$ cat src/rtl/apb_timer_slave.sv
// APB2 down-counting timer slave: CTRL/LOAD/VALUE/STATUS registers and a level irq.
// Optional prescaler on a PRESC register, enabled by defining APB_TIMER_PRESCALE_EN.
module apb_timer_slave #(
    parameter int unsigned WIDTH       = 32,
    parameter int unsigned PRESC_WIDTH = 8
) (
    input  logic        clk,
    input  logic        rst,
    input  logic        Psel,
    input  logic        Penable,
    input  logic        Pwrite,
    input  logic [31:0] Paddr,
    input  logic [31:0] Pwdata,
    output logic [31:0] Prdata,
    output logic        irq
);

    typedef enum logic [2:0] {
        REG_CTRL   = 3'd0,
        REG_LOAD   = 3'd1,
        REG_VALUE  = 3'd2,
        REG_STATUS = 3'd3,
        REG_PRESC  = 3'd4
    } reg_e;

    logic [2:0]       addr;
    logic             setup_rd, wr_access;
    logic             wr_ctrl, wr_load, wr_status, wr_presc;
    logic             tick;
    logic [31:0]      rdata, presc_rd;

    logic             en_q, en_d;
    logic             auto_q, auto_d;
    logic             irqen_q, irqen_d;
    logic [WIDTH-1:0] load_q, load_d;
    logic [WIDTH-1:0] value_q, value_d;
    logic             expired_q, expired_d;
    logic [31:0]      prdata_q, prdata_d;
    logic             irq_q, irq_d;

    logic             unused_bits;

    assign addr      = Paddr[4:2];
    assign setup_rd  = Psel & ~Penable & ~Pwrite;
    assign wr_access = Psel & Penable & Pwrite;
    assign wr_ctrl   = wr_access && (addr == REG_CTRL);
    assign wr_load   = wr_access && (addr == REG_LOAD);
    assign wr_status = wr_access && (addr == REG_STATUS);
    assign wr_presc  = wr_access && (addr == REG_PRESC);

    assign unused_bits = ^{Paddr[31:5], Paddr[1:0], Pwdata};

`ifdef APB_TIMER_PRESCALE_EN
    logic [PRESC_WIDTH-1:0] presc_q, presc_d;
    logic [PRESC_WIDTH-1:0] pcnt_q, pcnt_d;

    // pcnt wraps at PRESC; held at 0 while disabled or when PRESC is rewritten
    always_comb begin
        presc_d = presc_q;
        pcnt_d  = '0;
        if (wr_presc)
            presc_d = Pwdata[PRESC_WIDTH-1:0];
        if (en_q && !wr_presc && (pcnt_q != presc_q))
            pcnt_d = pcnt_q + PRESC_WIDTH'(1);
    end

    assign tick     = en_q && (pcnt_q == presc_q);
    assign presc_rd = 32'(presc_q);

    always_ff @(posedge clk) begin
        if (rst) begin
            presc_q <= '0;
            pcnt_q  <= '0;
        end else begin
            presc_q <= presc_d;
            pcnt_q  <= pcnt_d;
        end
    end
`else
    logic unused_presc;
    assign unused_presc = wr_presc;
    assign tick         = en_q;
    assign presc_rd     = '0;
`endif

    // Register writes are applied after the tick so LOAD/CTRL writes win;
    // the STATUS clear is applied before the tick so a new expiry wins.
    always_comb begin
        en_d      = en_q;
        auto_d    = auto_q;
        irqen_d   = irqen_q;
        load_d    = load_q;
        value_d   = value_q;
        expired_d = expired_q & ~(wr_status & Pwdata[0]);

        if (tick) begin
            if (value_q != '0) begin
                value_d = value_q - WIDTH'(1);
            end else begin
                expired_d = 1'b1;
                if (auto_q)
                    value_d = load_q;
                else
                    en_d = 1'b0;
            end
        end

        if (wr_ctrl) begin
            en_d    = Pwdata[0];
            auto_d  = Pwdata[1];
            irqen_d = Pwdata[2];
        end

        if (wr_load) begin
            load_d  = Pwdata[WIDTH-1:0];
            value_d = Pwdata[WIDTH-1:0];
        end

        irq_d = expired_d & irqen_d;
    end

    always_comb begin
        rdata = '0;
        case (addr)
            REG_CTRL:   rdata = {29'd0, irqen_q, auto_q, en_q};
            REG_LOAD:   rdata = 32'(load_q);
            REG_VALUE:  rdata = 32'(value_q);
            REG_STATUS: rdata = {31'd0, expired_q};
            REG_PRESC:  rdata = presc_rd;
            default:    rdata = '0;
        endcase
        prdata_d = setup_rd ? rdata : prdata_q;
    end

    always_ff @(posedge clk) begin
        if (rst) begin
            en_q      <= 1'b0;
            auto_q    <= 1'b0;
            irqen_q   <= 1'b0;
            load_q    <= '0;
            value_q   <= '0;
            expired_q <= 1'b0;
            prdata_q  <= '0;
            irq_q     <= 1'b0;
        end else begin
            en_q      <= en_d;
            auto_q    <= auto_d;
            irqen_q   <= irqen_d;
            load_q    <= load_d;
            value_q   <= value_d;
            expired_q <= expired_d;
            prdata_q  <= prdata_d;
            irq_q     <= irq_d;
        end
    end

    assign Prdata = prdata_q;
    assign irq    = irq_q;

endmodule

$ cat config.mk
export PLATFORM = sky130hd
export DESIGN_NAME = apb_timer_slave
export DESIGN_NICKNAME = d
export VERILOG_FILES = /design/src/rtl/apb_timer_slave.sv
export SDC_FILE = /design/constraint.sdc
export NUM_CORES = 1
export LEC_CHECK = 0
export BUFFER_PORTS_ARGS = -buffer_cell sky130_fd_sc_hd__buf_2
export CAP_MARGIN = 20
export CORE_MARGIN = 5
export CORE_UTILIZATION = 40
export CTS_CLUSTER_DIAMETER = 40
export CTS_CLUSTER_SIZE = 16
export DETAILED_ROUTE_END_ITERATION = 16
export HOLD_SLACK_MARGIN = 0.05
export RECOVER_POWER = 100
export REMOVE_ABC_BUFFERS = 1
export SYNTH_ARGS = -nofsm -noshare
export SYNTH_HDL_FRONTEND = slang
export SYNTH_SLANG_ARGS = --single-unit
$ cat constraint.sdc
create_clock -name clk -period 2.6 [get_ports clk]
set_input_delay 0.52 -clock clk [delete_from_list [all_inputs] [get_ports clk]]
set_output_delay 0.52 -clock clk [all_outputs]
set_load 0.01 [all_outputs]
==> impl_metrics.tcl <==
set metrics [dict create \
    cp-start-kind "flip-flop" \
    dpl.hpwl_mm 12.2 \
    layout_commonest_cell "dfxtp_1" \
    maxCapViolations 0 \
    h-tree-depth 3 \
    irDropWorstVdd_mv 0.308 \
    holdCritPathClass "in -> reg" \
    power_density_nw_per_um2 583 \
    antenna_found_initial 0 \
    async_reset_ff_frac 0 \
    path_cells "or4_4 -> or4_1 -> buf_4 -> nor3_4 -> buf_6 -> buf_12 -> nor2_1 -> o31a_1 -> a21oi_2" \
    status "finished, final reports clean" \
    drc 0 \
    clock_sinks 101 \
    crit_path_end_kind "flip-flop" \
    period_share 0.975 \
    skew_ps 8.58 \
    fillCellCount 1314 \
    relSlewSlack 0.454 \
    setup_slack_ps 64.4 \
    timing.fmax_mhz 394 \
    dieWidth_um 123 \
    syn_to_final_growth_pct 23.7 \
    crit_start "value_q[24]" \
    synth_cell_types 59 \
    synth_top_area_share 0.394 \
    r2r_cells 9 \
    p_leak_nw 2.49 \
    rr_endpoint "value_q[4]" \
    synth-seq-cells 101 \
    layout_min_cycle_time_ps 2540 \
    final_nets 830 \
    finalSetupViolCount 0 \
    cp_slowest_cell "or4_4" \
    dp_slack_ps -48.6 \
    clk_pin_slew_ps 70 \
    grt_usage 0.231 \
    rr_startpoint "value_q[24]" \
    worst_pin_slew_ps 819 \
    worstPathRequired_ps 2890 \
    yosysTopAreaCell "dfxtp_1" \
    overflow 0 \
    grt_max_degree 34 \
    syn_inst 654 \
    crit_fanout 6 \
    drt_iter0_drc 384 \
    reg2reg_slack_ps 60 \
    first_global_vias 5310 \
    synth_area_leaders "dfxtp_1 (39%), nand2_1 (6.6%), nor2_1 (5.4%), a221oi_1 (5.3%), a21oi_1 (4.9%)" \
    clk_latency_ps 360 \
    drive_above_1_share 0.193 \
    worst_hold_path.endpoint "auto_q" \
    synth.avg_cell_area_um2 7.86 \
    antennaDiodeCount 0 \
    slew_viol_final 0 \
    dieArea_um2 15200 \
    routed-via-count 5486 \
    wire_per_inst_um 18.6 \
    cts_max_path_buffers 2 \
    crit_type "reg -> reg" \
    max_stage_delay_ps 570 \
    fp.dieH_um 123 \
    io_pins 102 \
    ys_warn_count 0 \
    core-area_um2 12600 \
    seq_area_frac_synth 0.394 \
    rows 41 \
    synth_edf_count 0 \
    finalHoldViolations 0 \
    netlist_area_um2 5140 \
    hp-start "Pwdata[1]" \
    wl_mm 17.4 \
    postLayoutCellArea_um2 6350 \
    place_area_um2 6020 \
    synthFlopType "dfxtp_1" \
    globalplace.congestion 0.944 \
    drtAntennaViolNets 0 \
    fin_setup_tns_ps 0 \
    grt_setup_unrepaired "yes" \
    grt_pass1_wl_mm 27.4 \
    crit_arrival_ps 2830 \
    whs_path_depth 3 \
    avgViaCountPerCell 5.87 \
    cts_made_buffers 9 \
    cts_tree "yes" \
    cp_top_family "simple AND/OR/NAND/NOR gates" \
    layout_common_cells "dfxtp_1 (101), nand2_1 (90), nor2_1 (74)" \
    portBuffers 72 \
    root_buffer "clkbuf_16" \
    firstDrtPassIters 6 \
    start_util 0.407 \
    worstPathBufferInverterCount 3 \
]
power by group:
part | leakage (nW) | switching [mW] | internal, mW | total [mW]
logic | 1.55 | 0.477 | 0.373 | 0.850
clock network | 0.129 | 0.585 | 0.669 | 1.25
registers | 0.817 | 0.0203 | 1.58 | 1.60
synth_stat cells (all sizes together) (2+ instances only):
cell type	n
o221ai	3
buf	16
a32o	4
nor4	19
o2bb2ai	2
nor2b	4
and3	12
xnor2	6
mux2i	8
or4	7
xor2	2
or3	9
nand2	90
a211oi	3
a31oi	17
o211a	2
o31ai	3
inv	6
nand4	10
dfxtp	101
a21oi	51
a21o	3
nor3	48
a41oi	4
o22ai	3
a22oi	4
a221oi	31
nor2	74
o211ai	6
a311oi	2
o21ai	32
nand3	17
clkbuf	39
ha	2
state kept, by name, summed over array words and instances (netlist names):
| name | count |
|---|---|
| expired_q | 1 |
| irqen_q | 1 |
| auto_q | 1 |
| en_q | 1 |
| irq | 1 |
| value_q | 32 |
| Prdata | 32 |
| load_q | 32 |
logic make-up (layout without fill, tap and decap cells):
family / after synthesis / in the layout / synth area share
mux: 10 / 10 / 0.0222
fa+ha+maj: 2 / 2 / 0.00487
flops: 101 / 101 / 0.394
compound gates: 174 / 174 / 0.227
buf+inv: 61 / 169 / 0.0541
xor+xnor: 8 / 8 / 0.0136
simple gates: 298 / 299 / 0.285
how the worst max path moves through the flow:
stage          cells past startpoint           to  slack, ps
6_report                           9   value_q[4]         60
5_1_grt                           11   value_q[4]        -20
4_1_cts                            8   value_q[8]          2
3_5_place_dp                       8  value_q[19]        -50
3_3_place_gp                       8  value_q[21]          8
2_1_floorplan                      6  value_q[23]      -2580
routing by layer:
layer,global-route usage,part of all wire,up-vias
met5,0,0,-
met2,0.380,0.48,185
met4,0.0844,0.022,0
met3,0.0453,0.060,24
li1,-,-,2633
met1,0.300,0.44,2644
metrics by stage:
stage | hold slack (ps) | utilization | power, mW | instances
detailed placement | 463 | 0.477 | 2.39 | 911
finish | 405 | 0.503 | 3.70 | 935
global route | 411 | 0.503 | 3.88 | 935
CTS | 398 | 0.499 | 3.64 | 928
global placement | 456 | 0.477 | 2.38 | 911
floorplan | 436 | - | 2.05 | 599
worst register-to-register path: stages, from the launching register on:
cell	delay, ps
dfxtp_1	310
or4_4	570
or4_1	490
buf_4	180
nor3_4	160
buf_6	170
buf_12	140
nor2_1	50
o31a_1	280
a21oi_2	120
what timing repair did:
action	in CTS	in global routing
setup endpoints to repair	4	32
setup buffers	2	4
cloned	0	3
hold buffers	0	0
gates resized for setup	0	6
pin swaps	1	4
layout make-up:
| cell class | instances | area [um2] | share of cell area |
|---|---|---|---|
| multi-input cells | 493 | 2870 | 0.452 |
| flip-flops and latches | 101 | 2020 | 0.318 |
| repair buffers | 148 | 962 | 0.151 |
| clock buffers | 13 | 250 | 0.0394 |
| well taps | 172 | 215 | 0.0339 |
| inverters | 6 | 22.5 | 0.00354 |
| clock inverters | 2 | 10.0 | 0.00158 |
(Power assumes the default switching activity.)
